<file path="config.mk">
export PLATFORM = sky130hd
export DESIGN_NAME = kernel_launch_queue
export DESIGN_NICKNAME = d
export VERILOG_FILES = /design/src/rtl/kernel_launch_queue.sv
export SDC_FILE = /design/constraint.sdc
export NUM_CORES = 1
export LEC_CHECK = 0
export ABC_AREA = 1
export BUFFER_PORTS_ARGS = -buffer_cell sky130_fd_sc_hd__buf_2
export CELL_PAD_IN_SITES_DETAIL_PLACEMENT = 1
export CELL_PAD_IN_SITES_GLOBAL_PLACEMENT = 1
export CORE_ASPECT_RATIO = 0.7
export CORE_MARGIN = 2
export CORE_UTILIZATION = 47
export DETAILED_ROUTE_END_ITERATION = 8
export PLACE_DENSITY = 0.93
export REMOVE_ABC_BUFFERS = 1
export SETUP_SLACK_MARGIN = 0.15
export SLEW_MARGIN = 20
export SYNTH_ARGS = -nofsm -noshare
export SYNTH_HDL_FRONTEND = slang
export SYNTH_SLANG_ARGS = --single-unit
</file>
<file path="constraint.sdc">
create_clock -name clk -period 10.9 [get_ports clk]
set_input_delay 0.545 -clock clk [delete_from_list [all_inputs] [get_ports clk]]
set_output_delay 0.545 -clock clk [all_outputs]
set_load 0.01 [all_outputs]
</file>
<file path="src/rtl/kernel_launch_queue.sv">
//==============================================================================
// Module      : kernel_launch_queue
// Description : Launch descriptor FIFO and sequencer for the gpu top; returns
//               one completion record (tag, cycles, timeout) per launch.
// Revision    : 1.0
//==============================================================================
`default_nettype none

module kernel_launch_queue #(
    parameter int QUEUE_DEPTH    = 4,
    parameter int TAG_WIDTH      = 8,
    parameter int CYCLE_WIDTH    = 32,
    parameter int TIMEOUT_CYCLES = 0,
    parameter int CONFIG_WIDTH   = 32
) (
    input  logic                            clk,
    input  logic                            reset,
    input  logic                            launch_valid,
    output logic                            launch_ready,
    input  logic [CONFIG_WIDTH-1:0]         launch_config,
    input  logic [TAG_WIDTH-1:0]            launch_tag,
    output logic [CONFIG_WIDTH-1:0]         kernel_config,
    output logic                            gpu_reset,
    output logic                            execution_start,
    input  logic                            execution_done,
    output logic                            complete_valid,
    input  logic                            complete_ready,
    output logic [TAG_WIDTH-1:0]            complete_tag,
    output logic [CYCLE_WIDTH-1:0]          complete_cycles,
    output logic                            complete_timeout,
    output logic                            busy,
    output logic [$clog2(QUEUE_DEPTH):0]    queue_count
);

    localparam int                     c_ptr_w        = $clog2(QUEUE_DEPTH);
    localparam logic [c_ptr_w:0]       c_depth        = (c_ptr_w + 1)'(QUEUE_DEPTH);
    localparam logic                   c_watchdog_en  = (TIMEOUT_CYCLES != 0);
    localparam logic [CYCLE_WIDTH-1:0] c_timeout_last =
        CYCLE_WIDTH'((TIMEOUT_CYCLES == 0) ? 0 : TIMEOUT_CYCLES - 1);

    localparam logic [2:0] c_s_idle   = 3'd0;
    localparam logic [2:0] c_s_reset  = 3'd1;
    localparam logic [2:0] c_s_start  = 3'd2;
    localparam logic [2:0] c_s_run    = 3'd3;
    localparam logic [2:0] c_s_retire = 3'd4;

    logic [2:0]              r_state;
    logic [2:0]              w_next_state;

    logic [CONFIG_WIDTH-1:0] r_cfg_mem [QUEUE_DEPTH];
    logic [TAG_WIDTH-1:0]    r_tag_mem [QUEUE_DEPTH];
    logic [c_ptr_w-1:0]      r_wr_ptr;
    logic [c_ptr_w-1:0]      r_rd_ptr;
    logic [c_ptr_w:0]        r_count;

    logic [CONFIG_WIDTH-1:0] r_config;
    logic [TAG_WIDTH-1:0]    r_tag;
    logic [CYCLE_WIDTH-1:0]  r_cycles;
    logic                    r_timeout_hit;

    logic                    r_cpl_valid;
    logic [TAG_WIDTH-1:0]    r_cpl_tag;
    logic [CYCLE_WIDTH-1:0]  r_cpl_cycles;
    logic                    r_cpl_timeout;

    logic                    w_launch_ready;
    logic                    w_push;
    logic                    w_pop;
    logic                    w_watchdog_hit;
    logic                    w_busy;
    logic                    w_exec_start;
    logic                    w_gpu_reset;

    // Occupancy is the registered count only: no full- or empty-bypass.
    assign w_launch_ready = (r_count < c_depth);
    assign w_push         = launch_valid && w_launch_ready;
    assign w_pop          = (r_state == c_s_idle) && (r_count != '0) && !r_cpl_valid;
    assign w_watchdog_hit = c_watchdog_en && (r_cycles == c_timeout_last);

    // State register
    always_ff @(posedge clk or posedge reset) begin
        if (reset) begin
            r_state <= c_s_idle;
        end else begin
            r_state <= w_next_state;
        end
    end

    // Next-state logic
    always_comb begin
        w_next_state = r_state;
        case (r_state)
            c_s_idle:   if (w_pop) w_next_state = c_s_reset;
            c_s_reset:  w_next_state = c_s_start;
            c_s_start:  w_next_state = c_s_run;
            c_s_run:    if (execution_done || w_watchdog_hit) w_next_state = c_s_retire;
            c_s_retire: w_next_state = c_s_idle;
            default:    w_next_state = c_s_idle;
        endcase
    end

    // Output decode; gpu_reset also follows the block reset asynchronously.
    always_comb begin
        w_busy       = (r_state != c_s_idle);
        w_exec_start = (r_state == c_s_start);
        w_gpu_reset  = reset || (r_state == c_s_reset)
                       || ((r_state == c_s_retire) && r_timeout_hit);
    end

    always_ff @(posedge clk) begin
        if (w_push) begin
            r_cfg_mem[r_wr_ptr] <= launch_config;
            r_tag_mem[r_wr_ptr] <= launch_tag;
        end
    end

    always_ff @(posedge clk or posedge reset) begin
        if (reset) begin
            r_wr_ptr <= '0;
            r_rd_ptr <= '0;
            r_count  <= '0;
        end else begin
            if (w_push) r_wr_ptr <= r_wr_ptr + 1'b1;
            if (w_pop)  r_rd_ptr <= r_rd_ptr + 1'b1;
            case ({w_push, w_pop})
                2'b10:   r_count <= r_count + 1'b1;
                2'b01:   r_count <= r_count - 1'b1;
                default: r_count <= r_count;
            endcase
        end
    end

    // Launch datapath: config/tag latched at pop and held until the next pop.
    always_ff @(posedge clk or posedge reset) begin
        if (reset) begin
            r_config      <= '0;
            r_tag         <= '0;
            r_cycles      <= '0;
            r_timeout_hit <= 1'b0;
        end else begin
            if (w_pop) begin
                r_config <= r_cfg_mem[r_rd_ptr];
                r_tag    <= r_tag_mem[r_rd_ptr];
            end
            if (r_state == c_s_start) begin
                r_cycles      <= '0;
                r_timeout_hit <= 1'b0;
            end else if (r_state == c_s_run) begin
                if (r_cycles != '1) r_cycles <= r_cycles + CYCLE_WIDTH'(1);
                r_timeout_hit <= !execution_done && w_watchdog_hit;
            end
        end
    end

    // r_cycles already holds the RUN-cycle count (count+1) once in RETIRE.
    always_ff @(posedge clk or posedge reset) begin
        if (reset) begin
            r_cpl_valid   <= 1'b0;
            r_cpl_tag     <= '0;
            r_cpl_cycles  <= '0;
            r_cpl_timeout <= 1'b0;
        end else if (r_state == c_s_retire) begin
            r_cpl_valid   <= 1'b1;
            r_cpl_tag     <= r_tag;
            r_cpl_cycles  <= r_cycles;
            r_cpl_timeout <= r_timeout_hit;
        end else if (r_cpl_valid && complete_ready) begin
            r_cpl_valid   <= 1'b0;
        end
    end

    assign launch_ready     = w_launch_ready;
    assign kernel_config    = r_config;
    assign gpu_reset        = w_gpu_reset;
    assign execution_start  = w_exec_start;
    assign complete_valid   = r_cpl_valid;
    assign complete_tag     = r_cpl_tag;
    assign complete_cycles  = r_cpl_cycles;
    assign complete_timeout = r_cpl_timeout;
    assign busy             = w_busy;
    assign queue_count      = r_count;

endmodule

`default_nettype wire
</file>
# After elaboration in Yosys (flattened, before gate mapping)
# Memories as Yosys holds them, arrays and structs flattened. A register that Yosys moved wholly into a read port is not among the register bits.
# Index checks and enable logic that the tools add are counted.
# totals
register_bits,85
latch_bits,0
ramBits,160
romBits,0
input_bits,45
output_inout_bits,81
mem_count,2
# memory_table
name,depth,word_bits,rd,rd_ports_with_merged_regs,write_ports,line_no,source
r_cfg_mem,4,32,1,1,1,50,logic [CONFIG_WIDTH-1:0] r_cfg_mem [QUEUE_DEPTH];
r_tag_mem,4,8,1,1,1,51,logic [TAG_WIDTH-1:0] r_tag_mem [QUEUE_DEPTH];
# op_classes
n_addsub,5
multipliers,0
div_mod_pow,0
order_cmp,1
n_eq_ne,9
n_shift,0
muxes,13
n_bitwise,0
reduce_logical,17
# ops
cell,n
$mux W32,3
$add A32 B1 Y32 const B,1
$ne A32 B32 Y1 const B,1
$pmux W3 S4,1
$reduce_bool A2 Y1,4
$eq A3 B2 Y1 const B,2
$mux W1,6
$mux W3,2
$pmux W3 S2,1
$reduce_bool A3 Y1,2
$logic_and A1 B1 Y1,5
$add A2 B1 Y2 const B,2
$ne A2 B2 Y1 const B,2
$reduce_and A2 Y1,2
$add A3 B1 Y3 const B,1
$eq A3 B1 Y1 const B,1
$eq A3 B3 Y1 const B,1
$logic_not A3 Y1,1
$lt A3 B3 Y1 const B,1
$sub A3 B1 Y3 const B,1
$eq A2 B1 Y1 const B,1
$eq A2 B2 Y1 const B,1
$logic_or A1 B1 Y1,2
$logic_not A1 Y1,1

# Longest topological paths before layout
# depth
word_depth,5
depth_mapped,12
depth_no_buf,12

# Least setup slack after synthesis
# Ideal clock, no wire load.
# synth_path
path_kind,input to output
startpoint,input reset
endpoint,output gpu_reset
t_arrival_ps,3503
required_time_ps,10355
slack_ps,6852
stages,2
path_cell_list,inv_1 nand2_1
# synth_via
elab_chain_cells,2
# synth_rtl
element,line_no,source
"start, declared",17,"input logic reset,"
$logic_or A1 B1 Y1,106,w_gpu_reset = reset || (r_state == c_s_reset)
$logic_or A1 B1 Y1,107,|| ((r_state == c_s_retire) && r_timeout_hit);
"end, declared",23,"output logic gpu_reset,"
# No other way between the ends.

==> summary.txt <==
Clock tree
  – Root buf cell: clkbuf_16
  – Num CTS Buffers: 28
  – Total clock sinks: between 200 and 300
  – Htree depth: 1
  – Post-CTS setup buffer count: 0
  – Clock Pin Slew Worst Setup and Hold Paths: 70 ps
  – Max clock buf depth: 3
  – Clock latency on the worst-skew pair: around 540 ps
  – CTS tree: done
  – Post_cts resized: 0
  – CTS Hold Buffers Added: 0

Route
  – Pre-Repair DR Iteration Count: 5
  – Final ANT Viol Nets: 0
  – Initial detailed-routing violation count: 630
  – Drt wl/cell: 19.68 µm
  – Vias per std cell: 5.401
  – Drc violations: 0
  – WL final: 31,450 µm
  – Routed vias: between 8,000 and 9,000

Timing
  – Unrepaired setup endpoints after global routing: false
  – Hold_ws: between 90 and 100 ps
  – Tmin final: roughly 2600 ps
  – Final worst-path cycle share: 24.03%
  – Fmax: 381.8 MHz
  – Rel. slew slack: 37.07%
  – Worst-margin pin slew: ~940 ps
  – Final slew viol count: 0
  – Setup TNS: 0 ps
  – Hold Fails Final Rpt: 0
  – Final setup skew: 9.618 ps
  – # setup viols final: 0

Final layout
  – Multi-input combinational cell area: 3279 µm²
  – Fill count: 2,722
  – Area growth syn-to-layout: 15.82%
  – Layout cells sized above 1: between 10% and 20%
  – Area taken by flip-flops and latches: approximately 7900 µm²
  – Layout Nets: 1,300

Floorplanning
  – DIE WIDTH: between 150 and 200 µm
  – IO Pins: about 130
  – Count of standard-cell rows: 48
  – Full die area: 26,140 µm²
  – Initial Util: 47.65%
  – Height of the chip: 135.9 µm
  – Core ar.: 24,500 µm²

Hold path
  – Worst min-delay path class: input port to asynchronous set/reset pin

Pwr
  – Leakage: 5.481 nW
  – P per Cell Area: around 250 nW/µm²
  – Worst vdd ir: 0.0001608 V

Global route
  – GR Util All Layers: 24.53%
  – Largest net degree at the start of global routing: 83
  – GRT overflow: 0
  – Number of global-route vias before repair: 9,370
  – Initial antenna violation count: 4
  – First-pass GRT wire length: 49,540 µm

Worst setup path
  – Critical Path RT: 11,340 ps
  – CP Capture Type: register
  – CP arrival: 3060 ps
  – Critical path type: register to register
  – CP max FO: 42
  – Crit start category: register

Synthesis
  – Cells after synthesis: 1,137
  – Ys flop type: edfxtp_1
  – Post-synth top area share: 41.15%
  – Register area share after synthesis: 67.51%
  – Post-synthesis cell area: 11,680 µm²
  – Synth top area cells: edfxtp_1 41%, dfrtp_1 26%, nor2_1 8.1%, nand2_1 6.4%, o21ai_0 6.0%
  – Library cells used by synthesis: 35
  – Syn avg cell area: roughly 10 µm²
  – Async S/R FF share, synth: a little over two fifths
  – Post-synth EDFFs: 160
  – Synthesis Warnings: 0
  – Synthesis-stage register bit count: roughly 280
  – Cell taking the most area after synthesis: edfxtp_1

Place
  – Detailed-placement wirelength estimate: 20,280 µm
  – GP Congestion: 0.9149
  – Port Buffers: 124

Outcome
  – Status: complete, no violations

Job
  – Maxcap violations: 0
==> kinds of logic after synthesis <==
family | synth area share, %
AND/OR/NAND/NOR | 17.09
flip-flops | 67.51
AO/OA/AOI/OAI | 9.226
buffers and inverters | 4.683
adder cells (fa/ha/maj) | 0.8144
XOR/XNOR | 0.4501
multiplexers | 0.1929
other | 0.03212
==> flip-flops by register name (all words and copies together) (netlist names) <==
signal / flops
r_cycles: 32
kernel_config: 32
queue_count: 3
r_rd_ptr: 2
complete_valid: 1
r_tag: 8
complete_tag: 8
r_state: 3
r_tag_mem: 32
r_wr_ptr: 2
complete_cycles: 32
r_cfg_mem: 128
==> synthesized netlist by cell type (all sizes together) (2+ instances only) <==
| library cell | count |
|---|---|
| nor2 | 253 |
| nand2 | 202 |
| edfxtp | 160 |
| o21ai | 153 |
| dfrtp | 123 |
| inv | 82 |
| nand3 | 40 |
| clkbuf | 35 |
| a31oi | 32 |
| buf | 18 |
| o22ai | 8 |
| ha | 6 |
| xor2 | 5 |
| a21oi | 4 |
| nand4 | 4 |
| nand3b | 3 |
| mux2 | 2 |
| nor3 | 2 |
==> per-layer routing <==
metal	track usage, %	up-vias	part of all wire (%)
li1	-	4020	-
met1	31.94	4276	43
met2	41.33	267	48
met3	4.801	66	6.3
met4	8.524	2	2.9
met5	0	-	0.041
==> per-stage QoR <==
step | cell area [µm²] | setup WS [ps] | power [mW] | util [%] | instances
2_1_floorplan | 11440 | 6852 | 2.057 | - | 1084
3_5_place_dp | 12580 | 8310 | 2.477 | 51.35 | 1543
4_1_cts | 13520 | 8277 | 3.458 | 55.16 | 1595
6_report | 13520 | 8281 | 3.427 | 55.19 | 1598
3_3_place_gp | 12580 | 8444 | 2.374 | 51.34 | 1543
5_1_grt | 13520 | 8102 | 3.632 | 55.19 | 1598
==> worst paths after layout <==
check,to,depth (start not counted),start,slack [ps]
min in group clk,complete_valid,2,complete_ready,190
worst max register to register,kernel_config[27],5,r_rd_ptr[1],8280
worst max-delay path,kernel_config[27],5,r_rd_ptr[1],8280
worst min-delay path,complete_cycles[31],2,reset,90
worst min register to register,complete_cycles[5],2,complete_cycles[5],480
max in group asynchronous,r_rd_ptr[0],3,reset,9440
==> critical path, cell delays in order (launching register included) <==
cell and delay [ps]:
dfrtp_2 970, inv_1 610, buf_4 400, nor2_1 150, o21ai_0 110, a31oi_1 240
==> power by group <==
group / internal, mW / switching [mW]
registers: 1.34 / 0.127
clock network: 0.569 / 0.403
logic: 0.300 / 0.689
==> cells in the final DEF, fill, tap and decap left out, types with 5 or more instances in the layout <==
cell type and count:
clkbuf_8 5, nor2_4 5, edfxtp_1 160, o21ai_1 5, clkbuf_16 29, nor2_1 247
nand3_1 39, a31oi_1 32, o21ai_0 141, inv_1 78, clkinv_2 7, clkbuf_1 7
nand2_1 197, buf_2 124, o21ai_2 7, buf_4 10, dfrtp_1 121, ha_1 6
xor2_1 5, o22ai_1 8
==> area by class of cell <==
cell class / count / area share, %
Antenna cell: 3 / 0.05551
Timing Repair Buffer: 134 / 5.144
Tap cell: 325 / 3.007
Sequential cell: 283 / 58.31
Multi-Input combinational cell: 719 / 24.25
Inverter: 82 / 2.332
Clock buffer: 41 / 6.070
Clock inverter: 11 / 0.8327
No activity file was read; power rests on OpenSTA's default activity.
